File: config.mk
export PLATFORM = sky130hd
export DESIGN_NAME = sprite_blitter
export DESIGN_NICKNAME = d
export VERILOG_FILES = /design/src/rtl/sprite_blitter.sv
export SDC_FILE = /design/constraint.sdc
export NUM_CORES = 1
export LEC_CHECK = 0
export ABC_CLOCK_PERIOD_IN_PS = 3200
export CAP_MARGIN = 25
export CELL_PAD_IN_SITES_DETAIL_PLACEMENT = 1
export CELL_PAD_IN_SITES_GLOBAL_PLACEMENT = 2
export CORE_MARGIN = 1.5
export CORE_UTILIZATION = 38
export CTS_CLUSTER_DIAMETER = 200
export DETAILED_ROUTE_END_ITERATION = 10
export GPL_TIMING_DRIVEN = 0
export HOLD_SLACK_MARGIN = 0.08
export PLACE_DENSITY = 0.76
export SLEW_MARGIN = 20
export SYNTH_ARGS = -nofsm -noshare
export SYNTH_HDL_FRONTEND = slang
export SYNTH_SLANG_ARGS = --single-unit
File: constraint.sdc
create_clock -name sram_clk -period 3.2 [get_ports sram_clk]
set_input_delay 0.64 -clock sram_clk [delete_from_list [all_inputs] [get_ports sram_clk]]
set_output_delay 0.64 -clock sram_clk [all_outputs]
set_load 0.01 [all_outputs]
File: src/rtl/sprite_blitter.sv
// Sprite blitter: queues sprite draw commands, reads texels from a synchronous
// ROM and presents one pixel write every two cycles to the SRAM controller.
// Transparent or off-screen pixels are redirected to an invisible row.
module sprite_blitter #(
    parameter int          FIFO_DEPTH = 4,
    parameter int          ROM_AW     = 16,
    parameter logic [15:0] KEY        = 16'hF81F,
    parameter int          PARK_Y     = 511
) (
    input  logic              sram_clk,
    input  logic              reset,
    input  logic              frame_clk,
    input  logic              cmd_valid,
    output logic              cmd_ready,
    input  logic [9:0]        cmd_x,
    input  logic [9:0]        cmd_y,
    input  logic [9:0]        cmd_w,
    input  logic [9:0]        cmd_h,
    input  logic [ROM_AW-1:0] cmd_base,
    output logic [ROM_AW-1:0] rom_addr,
    input  logic [15:0]       rom_data,
    output logic [9:0]        program_x,
    output logic [9:0]        program_y,
    output logic [15:0]       program_data,
    output logic              busy,
    output logic              overrun
);

    localparam int PW = (FIFO_DEPTH > 1) ? $clog2(FIFO_DEPTH) : 1;
    localparam int CW = $clog2(FIFO_DEPTH + 1);
    localparam int EW = 40 + ROM_AW;

    typedef enum logic [1:0] {IDLE, LOAD, DRAW} state_t;

    state_t            state, next_state;
    logic [EW-1:0]     fifo_mem [FIFO_DEPTH];
    logic [PW-1:0]     wr_ptr, rd_ptr;
    logic [CW-1:0]     count;
    logic              push, pop, empty;
    logic              frame_d, swap;
    logic              emit, pix_live;
    logic [9:0]        x0, y0, w, h, col, row;
    logic              ph;
    logic [ROM_AW-1:0] ptr;
    logic [9:0]        head_x, head_y, head_w, head_h;
    logic [ROM_AW-1:0] head_base;
    logic              last_col, last_row;
    logic [10:0]       pix_x, pix_y;
    logic              pix_park;

    function automatic logic [PW-1:0] ptr_inc(input logic [PW-1:0] p);
        return (p == PW'(FIFO_DEPTH - 1)) ? '0 : p + PW'(1);
    endfunction

    assign empty     = (count == '0);
    assign cmd_ready = (count != CW'(FIFO_DEPTH));
    assign push      = cmd_valid && cmd_ready;
    assign busy      = (state != IDLE) || !empty;
    assign swap      = frame_clk && !frame_d;
    assign rom_addr  = ptr;

    assign {head_x, head_y, head_w, head_h, head_base} = fifo_mem[rd_ptr];

    assign last_col = (col == w - 10'd1);
    assign last_row = (row == h - 10'd1);
    // 11-bit sums so a sprite hanging off the right/bottom edge cannot wrap back on screen
    assign pix_x    = {1'b0, x0} + {1'b0, col};
    assign pix_y    = {1'b0, y0} + {1'b0, row};
    assign pix_park = (rom_data == KEY) || (pix_x >= 11'd640) || (pix_y >= 11'd480);

    // Rising-edge detector on frame_clk, matched to the controller's detector
    always_ff @(posedge sram_clk or posedge reset) begin
        if (reset) frame_d <= 1'b0;
        else       frame_d <= frame_clk;
    end

    // Command FIFO storage; entries past the count are don't-care
    always_ff @(posedge sram_clk) begin
        if (push) fifo_mem[wr_ptr] <= {cmd_x, cmd_y, cmd_w, cmd_h, cmd_base};
    end

    // FIFO pointers and occupancy; a frame swap empties it, including a same-cycle push
    always_ff @(posedge sram_clk or posedge reset) begin
        if (reset) begin
            wr_ptr <= '0;
            rd_ptr <= '0;
            count  <= '0;
        end else if (swap) begin
            wr_ptr <= '0;
            rd_ptr <= '0;
            count  <= '0;
        end else begin
            if (push) wr_ptr <= ptr_inc(wr_ptr);
            if (pop)  rd_ptr <= ptr_inc(rd_ptr);
            count <= count + CW'(push) - CW'(pop);
        end
    end

    // FSM state register
    always_ff @(posedge sram_clk or posedge reset) begin
        if (reset) state <= IDLE;
        else       state <= next_state;
    end

    // FSM next state, FIFO pop and pixel emit strobe
    always_comb begin
        next_state = state;
        pop        = 1'b0;
        emit       = 1'b0;
        unique case (state)
            IDLE: if (!empty) next_state = LOAD;
            LOAD: begin
                pop        = 1'b1;
                next_state = (head_w == '0 || head_h == '0) ? IDLE : DRAW;
            end
            DRAW: if (ph) begin
                emit = 1'b1;
                if (last_col && last_row) next_state = IDLE;
            end
            default: next_state = IDLE;
        endcase
        if (swap) next_state = IDLE;
    end

    // Sprite geometry latched from the FIFO head
    always_ff @(posedge sram_clk) begin
        if (state == LOAD) begin
            x0 <= head_x;
            y0 <= head_y;
            w  <= head_w;
            h  <= head_h;
        end
    end

    // Raster walk: ROM pointer, column/row counters and the two-cycle phase
    always_ff @(posedge sram_clk or posedge reset) begin
        if (reset) begin
            ptr <= '0;
            col <= '0;
            row <= '0;
            ph  <= 1'b0;
        end else if (state == LOAD) begin
            ptr <= head_base;
            col <= '0;
            row <= '0;
            ph  <= 1'b0;
        end else if (state == DRAW) begin
            ph <= ~ph;
            if (ph) begin
                ptr <= ptr + ROM_AW'(1);
                if (last_col) begin
                    col <= '0;
                    row <= row + 10'd1;
                end else begin
                    col <= col + 10'd1;
                end
            end
        end
    end

    // Pixel output register: load on emit, hold one extra cycle, otherwise park
    always_ff @(posedge sram_clk or posedge reset) begin
        if (reset) begin
            program_x    <= '0;
            program_y    <= 10'(PARK_Y);
            program_data <= '0;
            pix_live     <= 1'b0;
        end else if (swap || (!emit && !pix_live)) begin
            program_x    <= '0;
            program_y    <= 10'(PARK_Y);
            program_data <= '0;
            pix_live     <= 1'b0;
        end else if (emit) begin
            program_x    <= pix_park ? 10'd0 : pix_x[9:0];
            program_y    <= pix_park ? 10'(PARK_Y) : pix_y[9:0];
            program_data <= pix_park ? 16'd0 : rom_data;
            pix_live     <= 1'b1;
        end else begin
            pix_live     <= 1'b0;
        end
    end

    // Overrun flags a frame swap that threw away queued or in-flight work
    always_ff @(posedge sram_clk or posedge reset) begin
        if (reset) overrun <= 1'b0;
        else       overrun <= swap && busy;
    end

endmodule
==> impl_metrics.tcl <==
set metrics [dict create \
    status "finished, final reports clean" \
    cts_inserted_buffers 39 \
    finalHoldViolCount 0 \
    synthTopCellsByCount "edfxtp_1 (264), dfrtp_1 (76), mux4_2 (56)" \
    synth-edff-count 264 \
    r2r-start "w[0]" \
    track_usage_pct 18.2 \
    crit_required_ns 3.60 \
    core_um2 38700 \
    postSynthCellCount 965 \
    cts-htree-levels 2 \
    finish.instance_area_um2 18400 \
    cp-startpoint "w[0]" \
    vias_per_cell 5.34 \
    grt_overflow 0 \
    yosysWarningCount 0 \
    cts_max_path_buffers 3 \
    rr_worst_depth 10 \
    synth_seq_cells 349 \
    first_pass_iters 4 \
    port_buffers 130 \
    drive_above_1_share_pct 13.4 \
    vdd_drop_max_mv 0.515 \
    async_flop_share_pct 24.4 \
    crit_fanout 10 \
    worstSkewPairLatency_ns 0.53 \
    num-fill-cells 3827 \
    wl_per_cell_um 21.3 \
    syn_nets 1079 \
    final_antenna_net_count 0 \
    tritoncts "done" \
    min_period_over_period_pct 94.5 \
    drtIter0Drc 402 \
    pre_cts_ws_ns -0.496 \
    end_kind "flip-flop" \
    hp-class "input port to asynchronous set/reset pin" \
    stdcell_count 1697 \
    reg2reg_slack_ns 0.18 \
    clkTransAtPathRegs_ns 0.06 \
    slew_viol_final 0 \
    setup.worst_path.end "row[2]" \
    gp_congestion 0.811 \
    grt_pass1_vias 9760 \
    rr_endpoint "row[2]" \
    io_pins 131 \
    drc_errors 0 \
    setup_violations 0 \
    die_area_um2 40500 \
    synth_cell_type_count 72 \
    p_leak_nw 6.45 \
    synth.avg_cell_area_um2 15.5 \
    crit_arrival_ns 3.43 \
    synthFlopType "edfxtp_1" \
    yosysMostFrequentCell "edfxtp_1" \
    die_w_um 201 \
    start_util_pct 38.6 \
    skew_ns 0.0242 \
    grt_max_degree 68 \
    cts_root_buf "clkbuf_16" \
    place_inst 1620 \
    grt_pass1_wl_um 56800 \
    antenna_found_initial 0 \
    routed_wl_um 36100 \
    vias 9060 \
    num_antenna_cells 0 \
    syn_area_um2 14900 \
    power_mw 16.0 \
    period_minus_slack_ns 3.02 \
    worstSetupStartpointType "flip-flop" \
    worst_pin_slew_ns 0.910 \
    path_class "flip-flop to flip-flop" \
    ys_top_cells_by_area "edfxtp_1 (53%), dfrtp_1 (13%), mux4_2 (8.4%)" \
    worst_slack_ns 0.177 \
    clock-sinks 349 \
    die_h_um 201 \
    area_delta_synth_final_pct 23.1 \
    yosysTopAreaCellShare_pct 53.1 \
    powerDensity_nw_per_um2 871 \
    dpl_cell_area_um2 17100 \
    fmax_mhz 331 \
    rows 72 \
    synth_top_area_cell "edfxtp_1" \
    final_nets 1262 \
    dp_hpwl_um 25000 \
    relSlewSlack_pct 39.3 \
    drv_cap 0 \
    cts_hold_buf 0 \
    synth-seq-area-share_pct 67.4 \
]
## flip-flops by register name, summed over array words and instances (netlist names), 3 cells and up
signal        count
w                10
row              10
rom_addr         16
program_y        10
program_data     16
count             3
x0               10
fifo_mem        224
col              10
program_x        10
h                10
y0               10
## worst max-delay path: stages (launching register included)
cell	delay, ns
edfxtp_1	0.46
inv_1	0.09
ha_1	0.20
or4b_4	0.53
o21a_1	0.21
o21a_2	0.20
o2111a_2	0.32
a31oi_4	0.24
buf_2	0.25
nor4_1	0.07
a211o_1	0.33
## repair_timing
item | 4_1_cts | 5_1_grt
buffers inserted | 1 | 4
pin swaps | 0 | 1
endpoints found under the setup margin | 37 | 42
gates resized for setup | 9 | 16
## how the worst min path moves through the flow
| stage | cells past startpoint | slack [ns] | startpoint | to |
|---|---|---|---|---|
| floorplan | 2 | 0.49 | state[0] | state[0] |
| global placement | 1 | 0.47 | program_y[9] | program_y[9] |
| detailed placement | 1 | 0.49 | program_x[7] | program_x[7] |
| CTS | 2 | 0.41 | reset | program_data[1] |
| global route | 2 | 0.42 | reset | program_data[7] |
| finish | 2 | 0.42 | reset | program_data[1] |
## logic make-up after synthesis
family          Yosys count  share of synthesized area, %
compound gates          192                          8.77
xor+xnor                 45                          2.64
fa+ha+maj                38                          3.33
buf+inv                  70                          1.83
flops                   349                          67.4
mux                      63                          8.91
simple gates            208                          7.12
## cells in the final DEF (no fill, tap or decap), types with 24 or more instances in the layout
| cell | instances |
|---|---|
| clkdlybuf4s50_1 | 130 |
| clkbuf_16 | 40 |
| clkbuf_1 | 39 |
| nand2_1 | 42 |
| o21ai_0 | 42 |
| a22o_1 | 24 |
| xnor2_1 | 30 |
| ha_1 | 34 |
| a21oi_1 | 50 |
| mux4_2 | 56 |
| inv_1 | 32 |
| nor2_1 | 52 |
| edfxtp_1 | 264 |
| dfrtp_1 | 75 |
## per-stage QoR
stage | TNS (ns) | hold WS, ns | util [%]
after floorplan | 0 | 0.490 | -
after global placement | -346.22 | 0.470 | 43.6
after detailed placement | -11.20 | 0.486 | 44.0
after CTS | 0 | 0.406 | 47.3
after global routing | -0.0379 | 0.417 | 47.5
final | 0 | 0.424 | 47.5
## cell type report
class                           count  area, µm²  share of cell area, %
Multi-Input combinational cell    546       4690                   25.5
Inverter                           33        129                  0.701
Sequential cell                   349      10100                   54.8
Tap cell                          518        648                   3.53
Clock inverter                     15        115                  0.626
Clock buffer                       57       1070                   5.85
Timing Repair Buffer              143       1500                   8.14
Buffer                             36        165                  0.898
## report_power, final
group	total (mW)	switching [mW]	internal, mW
Sequential	6.71	0.635	6.08
Clock	4.19	1.77	2.42
Combinational	5.11	2.91	2.20
Total	16.0	5.31	10.7
## routing by layer
layer,global-route usage (%),vias up,share of wire [%]
met5,0,-,0
met4,5.01,0,2.0
met3,2.98,54,3.8
met2,30.2,174,48
met1,24.8,4670,46
li1,-,4162,-
Note: power is estimated with default switching activity, not from simulation.
